[config.mk]
export PLATFORM = sky130hd
export DESIGN_NAME = idma_2d_midend
export DESIGN_NICKNAME = d
export VERILOG_FILES = /design/src/rtl/idma_pkg.sv /design/src/rtl/idma_2d_midend_if.sv /design/src/rtl/idma_2d_rsp_tracker.sv /design/src/rtl/idma_2d_midend.sv
export SDC_FILE = /design/constraint.sdc
export NUM_CORES = 1
export LEC_CHECK = 0
export ABC_AREA = 1
export CAP_MARGIN = 30
export CORE_MARGIN = 4
export CORE_UTILIZATION = 38
export CTS_CLUSTER_DIAMETER = 200
export DETAILED_ROUTE_END_ITERATION = 8
export SYNTH_ARGS = -nofsm -noshare
export SYNTH_HDL_FRONTEND = slang
export SYNTH_SLANG_ARGS = --single-unit
[constraint.sdc]
create_clock -name clk_i -period 6.8 [get_ports clk_i]
set_clock_uncertainty 0.1 [all_clocks]
set_input_delay 1.7 -clock clk_i [delete_from_list [all_inputs] [get_ports clk_i]]
set_output_delay 1.7 -clock clk_i [all_outputs]
set_load 0.02 [all_outputs]
[src/rtl/idma_pkg.sv]
// rtl/idma_pkg.sv - shared iDMA types: 2D request typedef macro and midend FSM state
//
// IDMA_TYPEDEF_ND_REQ_T(name, addr_t, len_t, rep_t, opt_t) declares a packed
// 2D request struct: length, src/dst base, src/dst stride, repetitions, opts.

`define IDMA_TYPEDEF_ND_REQ_T(req_t, addr_t, len_t, rep_t, opt_t) \
  typedef struct packed {                                         \
    len_t  length;                                                \
    addr_t src_addr;                                              \
    addr_t dst_addr;                                              \
    addr_t src_stride;                                            \
    addr_t dst_stride;                                            \
    rep_t  reps;                                                  \
    opt_t  opt;                                                   \
  } req_t;

package idma_pkg;

  // Issue FSM of the 2D midend
  typedef enum logic {
    IDLE  = 1'b0,
    ISSUE = 1'b1
  } idma_2d_state_e;

endpackage

[src/rtl/idma_2d_midend_if.sv]
// rtl/idma_2d_midend_if.sv - response-side handshake bundle of the 2D midend
//
// be_rsp_*  : 1D responses coming back from the backend
// nd_rsp_*  : aggregated 2D completion towards the requester
// master    : the side producing 1D responses and consuming completions
// slave     : the response tracker inside the midend

interface idma_2d_midend_if;
  logic be_rsp_valid;
  logic be_rsp_ready;
  logic be_rsp_error;
  logic be_rsp_last;
  logic nd_rsp_valid;
  logic nd_rsp_ready;
  logic nd_rsp_error;

  modport master (
    output be_rsp_valid, be_rsp_error, be_rsp_last, nd_rsp_ready,
    input  be_rsp_ready, nd_rsp_valid, nd_rsp_error
  );

  modport slave (
    input  be_rsp_valid, be_rsp_error, be_rsp_last, nd_rsp_ready,
    output be_rsp_ready, nd_rsp_valid, nd_rsp_error
  );
endinterface

[src/rtl/idma_2d_rsp_tracker.sv]
// rtl/idma_2d_rsp_tracker.sv - outstanding-job counter and 2D completion aggregation
//
// clk_i, rst_i  : clock, synchronous active-high reset
// issue_i       : a 2D job was accepted this cycle
// can_accept_o  : fewer than NumOutstanding jobs in flight
// busy_o        : jobs outstanding or a completion pending
// rsp           : 1D response in, 2D completion out (slave side)

module idma_2d_rsp_tracker #(
  parameter int unsigned NumOutstanding = 8
) (
  input  logic                    clk_i,
  input  logic                    rst_i,
  input  logic                    issue_i,
  output logic                    can_accept_o,
  output logic                    busy_o,
  idma_2d_midend_if.slave         rsp
);
  localparam int unsigned CntWidth = $clog2(NumOutstanding + 1);
  typedef logic [CntWidth-1:0] cnt_t;
  localparam cnt_t MaxCnt = cnt_t'(NumOutstanding);

  cnt_t cnt_q, cnt_d;
  logic sticky_q, sticky_d;
  logic valid_q, valid_d;
  logic error_q, error_d;
  logic rsp_hs, job_done;

  // A pending completion only blocks new responses while it is not being taken.
  assign rsp.be_rsp_ready = ~valid_q | rsp.nd_rsp_ready;
  assign rsp.nd_rsp_valid = valid_q;
  assign rsp.nd_rsp_error = error_q;
  assign can_accept_o     = (cnt_q < MaxCnt);
  assign busy_o           = (cnt_q != '0) | valid_q;

  assign rsp_hs   = rsp.be_rsp_valid & rsp.be_rsp_ready;
  assign job_done = rsp_hs & rsp.be_rsp_last;

  always_comb begin
    cnt_d    = cnt_q;
    sticky_d = sticky_q;
    valid_d  = valid_q;
    error_d  = error_q;

    // Guard against a stray last response underflowing the counter.
    case ({issue_i, job_done && (cnt_q != '0)})
      2'b10:   cnt_d = cnt_q + cnt_t'(1);
      2'b01:   cnt_d = cnt_q - cnt_t'(1);
      default: cnt_d = cnt_q;
    endcase

    if (valid_q && rsp.nd_rsp_ready) valid_d = 1'b0;

    if (job_done) begin
      valid_d  = 1'b1;
      error_d  = sticky_q | rsp.be_rsp_error;
      sticky_d = 1'b0;
    end else if (rsp_hs) begin
      sticky_d = sticky_q | rsp.be_rsp_error;
    end
  end

  always_ff @(posedge clk_i) begin
    if (rst_i) begin
      cnt_q    <= '0;
      sticky_q <= 1'b0;
      valid_q  <= 1'b0;
      error_q  <= 1'b0;
    end else begin
      cnt_q    <= cnt_d;
      sticky_q <= sticky_d;
      valid_q  <= valid_d;
      error_q  <= error_d;
    end
  end
endmodule

[src/rtl/idma_2d_midend.sv]
// rtl/idma_2d_midend.sv - splits one 2D iDMA transfer into a stream of 1D backend requests
//
// clk_i, rst_i      : clock, synchronous active-high reset
// nd_req_*          : 2D request (length, src/dst base, strides, reps, opts)
// be_req_*          : 1D request to the backend, be_last_o on the final one
// be_rsp_*          : 1D responses from the backend
// nd_rsp_*          : one 2D completion per job, error accumulated over the job
// busy_o            : issuing, jobs outstanding or completion pending

module idma_2d_midend
  import idma_pkg::*;
#(
  parameter int unsigned AddrWidth      = 32,
  parameter int unsigned TFLenWidth     = 32,
  parameter int unsigned RepWidth       = 32,
  parameter int unsigned OptWidth       = 64,
  parameter int unsigned NumOutstanding = 8
) (
  input  logic                  clk_i,
  input  logic                  rst_i,
  input  logic                  nd_req_valid_i,
  output logic                  nd_req_ready_o,
  input  logic [TFLenWidth-1:0] nd_length_i,
  input  logic [AddrWidth-1:0]  nd_src_addr_i,
  input  logic [AddrWidth-1:0]  nd_dst_addr_i,
  input  logic [AddrWidth-1:0]  nd_src_stride_i,
  input  logic [AddrWidth-1:0]  nd_dst_stride_i,
  input  logic [RepWidth-1:0]   nd_reps_i,
  input  logic [OptWidth-1:0]   nd_opt_i,
  output logic                  be_req_valid_o,
  input  logic                  be_req_ready_i,
  output logic [TFLenWidth-1:0] be_length_o,
  output logic [AddrWidth-1:0]  be_src_addr_o,
  output logic [AddrWidth-1:0]  be_dst_addr_o,
  output logic [OptWidth-1:0]   be_opt_o,
  output logic                  be_last_o,
  input  logic                  be_rsp_valid_i,
  output logic                  be_rsp_ready_o,
  input  logic                  be_rsp_error_i,
  input  logic                  be_rsp_last_i,
  output logic                  nd_rsp_valid_o,
  input  logic                  nd_rsp_ready_i,
  output logic                  nd_rsp_error_o,
  output logic                  busy_o
);
  typedef logic [AddrWidth-1:0]  addr_t;
  typedef logic [TFLenWidth-1:0] len_t;
  typedef logic [RepWidth-1:0]   rep_t;
  typedef logic [OptWidth-1:0]   opt_t;
  `IDMA_TYPEDEF_ND_REQ_T(nd_req_t, addr_t, len_t, rep_t, opt_t)

  // src_addr/dst_addr track the current 1D addresses; reps counts what is left.
  idma_2d_state_e state_q, state_d;
  nd_req_t        job_q, job_d;
  logic           can_accept, trk_busy, nd_ready, nd_hs;

  idma_2d_midend_if rsp_if ();

  assign rsp_if.be_rsp_valid = be_rsp_valid_i;
  assign rsp_if.be_rsp_error = be_rsp_error_i;
  assign rsp_if.be_rsp_last  = be_rsp_last_i;
  assign rsp_if.nd_rsp_ready = nd_rsp_ready_i;
  assign be_rsp_ready_o      = rsp_if.be_rsp_ready;
  assign nd_rsp_valid_o      = rsp_if.nd_rsp_valid;
  assign nd_rsp_error_o      = rsp_if.nd_rsp_error;

  idma_2d_rsp_tracker #(
    .NumOutstanding (NumOutstanding)
  ) i_rsp_tracker (
    .clk_i        (clk_i),
    .rst_i        (rst_i),
    .issue_i      (nd_hs),
    .can_accept_o (can_accept),
    .busy_o       (trk_busy),
    .rsp          (rsp_if)
  );

  assign be_length_o    = job_q.length;
  assign be_src_addr_o  = job_q.src_addr;
  assign be_dst_addr_o  = job_q.dst_addr;
  assign be_opt_o       = job_q.opt;
  assign be_last_o      = (state_q == ISSUE) && (job_q.reps == rep_t'(1));
  assign busy_o         = (state_q == ISSUE) | trk_busy;
  assign nd_req_ready_o = nd_ready;

  always_comb begin
    state_d        = state_q;
    job_d          = job_q;
    nd_ready       = 1'b0;
    nd_hs          = 1'b0;
    be_req_valid_o = 1'b0;

    case (state_q)
      IDLE: begin
        // Held low during reset so every output shows its reset value.
        nd_ready = can_accept & ~rst_i;
        if (nd_req_valid_i && nd_ready) begin
          nd_hs            = 1'b1;
          job_d.length     = nd_length_i;
          job_d.src_addr   = nd_src_addr_i;
          job_d.dst_addr   = nd_dst_addr_i;
          job_d.src_stride = nd_src_stride_i;
          job_d.dst_stride = nd_dst_stride_i;
          job_d.reps       = (nd_reps_i == '0) ? rep_t'(1) : nd_reps_i;
          job_d.opt        = nd_opt_i;
          state_d          = ISSUE;
        end
      end
      ISSUE: begin
        be_req_valid_o = 1'b1;
        if (be_req_ready_i) begin
          if (job_q.reps == rep_t'(1)) begin
            state_d = IDLE;
          end else begin
            job_d.src_addr = job_q.src_addr + job_q.src_stride;
            job_d.dst_addr = job_q.dst_addr + job_q.dst_stride;
            job_d.reps     = job_q.reps - rep_t'(1);
          end
        end
      end
      default: state_d = IDLE;
    endcase
  end

  always_ff @(posedge clk_i) begin
    if (rst_i) begin
      state_q <= IDLE;
      job_q   <= '0;
    end else begin
      state_q <= state_d;
      job_q   <= job_d;
    end
  end
endmodule

Yosys cells after proc, flatten, opt, wreduce, memory -nomap -nowiden
Cells that the tools add are included.
{"block": "totals", "input_bits": 264, "wordCells": 63, "romBits": 0, "ramBits": 0, "latchBits": 0, "out_inout_bits": 167, "register_bits": 264, "memories": 0}
{"block": "op_classes", "n_addsub": 5, "n_mul": 0, "n_eq_ne": 6, "shifts": 0, "div": 0, "reduce_logical": 11, "bitwise_logic": 10, "muxes": 18, "order_cmp": 1}
{"operator": "$mux 224", "count": 1}
{"operator": "$mux 64", "count": 2}
{"operator": "$pmux 64 s2", "count": 1}
{"operator": "$mux 32", "count": 3}
{"operator": "$add 32x32->32", "count": 2}
{"operator": "$pmux 32 s2", "count": 1}
{"operator": "$eq 32x1->1 const B", "count": 1}
{"operator": "$logic_not 32->1", "count": 1}
{"operator": "$sub 32x1->32 const B", "count": 1}
{"operator": "$mux 1", "count": 8}
{"operator": "$pmux 4 s2", "count": 1}
{"operator": "$ne 2x2->1 const B", "count": 3}
{"operator": "$add 4x1->4 const B", "count": 1}
{"operator": "$logic_and 1x1->1", "count": 4}
{"operator": "$lt 4x4->1 const B", "count": 1}
{"operator": "$or 1x1->1", "count": 4}
{"operator": "$reduce_bool 2->1", "count": 2}
{"operator": "$reduce_bool 4->1", "count": 1}
{"operator": "$sub 4x1->4 const B", "count": 1}
{"operator": "$and 1x1->1", "count": 3}
{"operator": "$not 1->1", "count": 3}
{"operator": "$reduce_and 3->1", "count": 1}
{"operator": "$eq 2x1->1 const B", "count": 1}
{"operator": "$eq 2x2->1 const B", "count": 1}
{"operator": "other kinds (3)", "count": 3}

Longest topological paths before layout
{"block": "logic_depth", "word_depth": 7, "mapped_depth": 14, "ltp_nobuf": 14}

By module
A second synthesis with hierarchy kept.
{"block": "unflattened", "hier_cells": 2792, "hier_area_um2": 17165.2}
{"mod": "idma_2d_midend", "seq_area_each_um2": 5144.9, "instances": 1, "cells_per_inst": 2731, "area_each_um2": 16741.1}
{"mod": "idma_2d_rsp_tracker", "seq_area_each_um2": 140.1, "instances": 1, "cells_per_inst": 61, "area_each_um2": 424.2}

Least setup slack after synthesis
OpenSTA, ideal clock, no wires.
{"block": "synth_path", "path_kind": "input to register", "start": "input port rst_i", "end": "register i_rsp_tracker.cnt_q[3]", "path_stages": 14, "path_slack_ps": 2587, "setup_ps": 116, "arrival_time_ps": 3998, "n_path_buf": 3, "cell_sequence": "buf_2 nor3_4 nand2_2 clkbuf_1 buf_1 ha_1 ha_1 nand2_1 nor2_1 a211oi_1 o21ai_0 a21oi_1 and2_1 nor2_1"}
{"block": "synth_between", "elab_chain_cells": 7}
{"item": "from (decl)", "line": "idma_2d_midend.sv:20", "rtl": "input logic rst_i,"}
{"item": "$not 1->1", "line": "idma_2d_midend.sv:96", "rtl": "nd_ready = can_accept & ~rst_i;"}
{"item": "$and 1x1->1", "line": "idma_2d_midend.sv:96"}
{"item": "$logic_and 1x1->1", "line": "idma_2d_midend.sv:97", "rtl": "if (nd_req_valid_i && nd_ready) begin"}
{"item": "$mux 1", "line": "idma_2d_midend.sv:97"}
{"item": "$mux 1", "line": "idma_2d_midend.sv:93", "rtl": "case (state_q)"}
{"item": "$eq 2x1->1 / $eq 2x2->1 (equally long branches)", "line": "idma_2d_rsp_tracker.sv:46", "rtl": "case ({issue_i, job_done && (cnt_q != '0)})"}
{"item": "$pmux 4 s2 / $reduce_bool 2->1 (equally long branches)"}
{"item": "to (signal assigned)", "line": "idma_2d_rsp_tracker.sv:70", "rtl": "cnt_q <= cnt_d;"}
{"item": "to (decl)", "line": "idma_2d_rsp_tracker.sv:23", "rtl": "cnt_t cnt_q, cnt_d;"}
Parallel ways exist; a longest one is shown, timed or not.
A chain may end at the register's enable or synchronous reset.

Worst setup path in the final report
{"block": "layout_path", "start": "input port nd_rsp_ready_i", "end": "output port be_rsp_ready_o"}
{"block": "layout_between", "elab_chain_cells": 1}
{"item": "from (decl)", "line": "idma_2d_midend.sv:42", "rtl": "input logic nd_rsp_ready_i,"}
{"item": "$or 1x1->1", "line": "idma_2d_rsp_tracker.sv:30", "rtl": "assign rsp.be_rsp_ready = ~valid_q | rsp.nd_rsp_ready;"}
{"item": "to (decl)", "line": "idma_2d_midend.sv:38", "rtl": "output logic be_rsp_ready_o,"}
No other way between the ends.

==> out/results.ini <==
[outcome]
status = finished, final reports clean

[timing]
fin_crit_ns = 4.71
relSlewSlack = 0.355
slew_viol_final = 0
finalSetupTns_ns = 0
finalHoldViolCount = 0
finalCritPeriodShare = 0.693
rsz0062_at_grt = false
setup_viol = 0
hold_slack_ns = 0.361
fmax_mhz = 212
worst_pin_slew_ns = 0.968

[logic_synthesis]
yosysWarnings = 0
yosys.area_share.simple = 0.383
synth_top_family_by_area = simple AND/OR/NAND/NOR gates
syn_area_per_cell_sq_um = 6.22
netlist_area_sq_mm = 0.0171
yosysUniqueCellTypes = 43
synth.mux.area_fraction = 0
seq_area_frac_synth = 0.309
synth_nets = 3086
synthAdderAreaFrac = 0.0525
synthCells = 2752
synth_compound_area_frac = 0.0755
ys_ff_latch = 264
synthXorXnorAreaFrac = 0.0107

[clock_tree]
ctsHoldBuffers = 0
h-tree-depth = 2
clockBufferDepth = 3
ctsResizeCount = 0
cts_buffers = 35
post_cts_buffers = 0
cts_sinks = 264
insertion_delay_ns = 0.55
cts_tree = done
cts_root_buf = clkbuf_16
clk_pin_slew_worst_paths_ns = 0.05

[placement]
port_buffers = 430
dpl.hpwl_um = 42300
globalplace.congestion = 0.915

[setup_path]
critPathBufInv = 3
crit_top_cell = clkdlybuf4s50_1
endpoint_kind = primary output
crit_slowest_cell = clkdlybuf4s50_1
cp.arrival_ns = 2.91
timing_worst_setup_path_type = input port to primary output
max_stage_delay_ns = 0.63
cp_top_family = buffers and inverters
worstPathRequired_ns = 5.00
crit_chain = clkdlybuf4s50_1 > nor2_1 > inv_1 > clkdlybuf4s50_1
cp_max_fo = 3
cp-start-kind = input port

[power_and_ir_drop]
p_leak_nw = 10.6
p_int_mw = 3.31
p_sw_mw = 1.56
p_clk_frac = 0.375
switching_share = 0.320
powerDensity_mw_per_mm2 = 224
combPwrFrac = 0.258
p_seq_frac = 0.368
irDropWorstVdd_v = 0.000141

[final_layout]
area_delta_synth_final_pct = 27.0
layout_common_cells = 998 x nand2_1, 429 x clkdlybuf4s50_1, 316 x nand3_1, 313 x inv_1, 264 x dfxtp_1
mostFrequentLayoutCell = nand2_1
layout-drive-gt1-share = 0.0287
fin_nets = 3302

[routing]
vias = 17400
ant_nets = 0
wl_per_cell_um = 15.9
routed_wl_um = 57100
drc_errors = 0
first_pass_iters = 8
first_iter_violations = 1354
via_per_inst = 4.85

[grt]
met2_usage = 0.380
grt.busiest_layer = met2
grt_use_met3 = 0.0389
grt_pass1_wl_um = 88900
grt.met1_usage = 0.293
antenna_found_initial = 3
grt_pass1_vias = 16800
gr-total-overflow = 0
track_usage = 0.226
grt_max_degree = 142

[worst_hold_path]
min_path_type = register to register

[floorplan]
die_w_um = 220
die-height_um = 220
ioPinCount = 431
start_util = 0.386
die-area_sq_mm = 0.0485
rows = 77
core-area_sq_mm = 0.0443

[job]
max-cap-violations = 0

## power by group through the flow
| stage | combinational (mW) | sequential, mW | clock (mW) |
|---|---|---|---|
| after global routing | 1.39 | 1.81 | 1.94 |
| final | 1.26 | 1.79 | 1.83 |
| after floorplan | 0.861 | 1.79 | 0 |
| after global placement | 1.24 | 1.82 | 0 |
| after CTS | 1.26 | 1.79 | 1.88 |
| after detailed placement | 1.26 | 1.82 | 0 |
## kinds of logic after synthesis
| family | after synthesis |
|---|---|
| AOI/OAI and AO/OA | 239 |
| xor gates and xnor gates | 21 |
| adders and majority gates | 70 |
| buffers and inverters | 578 |
| DFF | 264 |
| and+or+nand+nor | 1580 |
## final cells by class
cell class / instances / area [sq um]
fillers: 4652 / 22600
multi-input cells: 1910 / 8940
flip-flops and latches: 264 / 5290
repair buffers: 442 / 4420
inverters: 315 / 1190
clock buffers: 52 / 1040
well taps: 592 / 741
clock inverters: 10 / 95.1
diodes: 5 / 12.5
## registers in the layout, summed over array words and instances, names as in the netlist, 4 cells and up
signal	flops
be_dst_addr_o	32
i_rsp_tracker.cnt_q	4
be_opt_o	64
be_src_addr_o	32
be_length_o	32
job_q	96
## worst min-delay path, stage by stage (launching register included)
cell and delay (ns):
dfxtp_1 0.30, nand3_1 0.07, nand2_1 0.04
## worst paths after layout
path,startpoint,to,slack [ns],cells past startpoint
setup reg to reg,state_q,job_q[66],3.73,8
hold reg to reg,be_opt_o[5],be_opt_o[5],0.36,2
hold / removal,be_opt_o[5],be_opt_o[5],0.36,2
setup / recovery,nd_rsp_ready_i,be_rsp_ready_o,2.09,4
## metrics by stage
step	instance area (sq um)	utilization	instances	total power, mW	worst slack, ns
2_1_floorplan	17100	-	2752	2.65	2.59
3_3_place_gp	20600	0.464	3522	3.06	2.10
3_5_place_dp	20600	0.464	3523	3.08	2.08
4_1_cts	21700	0.490	3585	4.94	2.08
5_1_grt	21700	0.490	3588	5.14	2.03
6_report	21700	0.490	3590	4.88	2.09
## synthesized netlist by cell type, drive strengths merged
library cell / number / area, sq um
o2bb2ai: 2 / 17.5
xor2: 11 / 96.3
nand3b: 9 / 67.6
nor3: 19 / 111
a211oi: 1 / 7.51
buf: 226 / 1580
a21o: 3 / 22.5
nor4: 8 / 50.1
a22oi: 5 / 37.5
xnor2: 10 / 87.6
o21bai: 10 / 86.3
o22ai: 1 / 6.26
and3: 1 / 6.26
nor4b: 1 / 8.76
clkbuf: 37 / 139
nand3: 316 / 1580
inv: 315 / 1180
a21oi: 141 / 706
o21ai: 67 / 335
and2: 1 / 6.26
nand4: 12 / 75.1
or2: 2 / 12.5
o31ai: 1 / 7.51
nor2: 202 / 810
fa: 3 / 60.1
a32o: 4 / 40.0
a31oi: 4 / 25.0
ha: 67 / 838
dfxtp: 264 / 5290
nor3b: 8 / 60.1
nand2: 1001 / 3760
## layer usage
| metal | up-vias | share of wire |
|---|---|---|
| met2 | 482 | 0.47 |
| met4 | 0 | 0.030 |
| li1 | 8938 | - |
| met1 | 7922 | 0.43 |
| met5 | - | 0 |
| met3 | 86 | 0.061 |
Power figures use the tool's default switching activity.
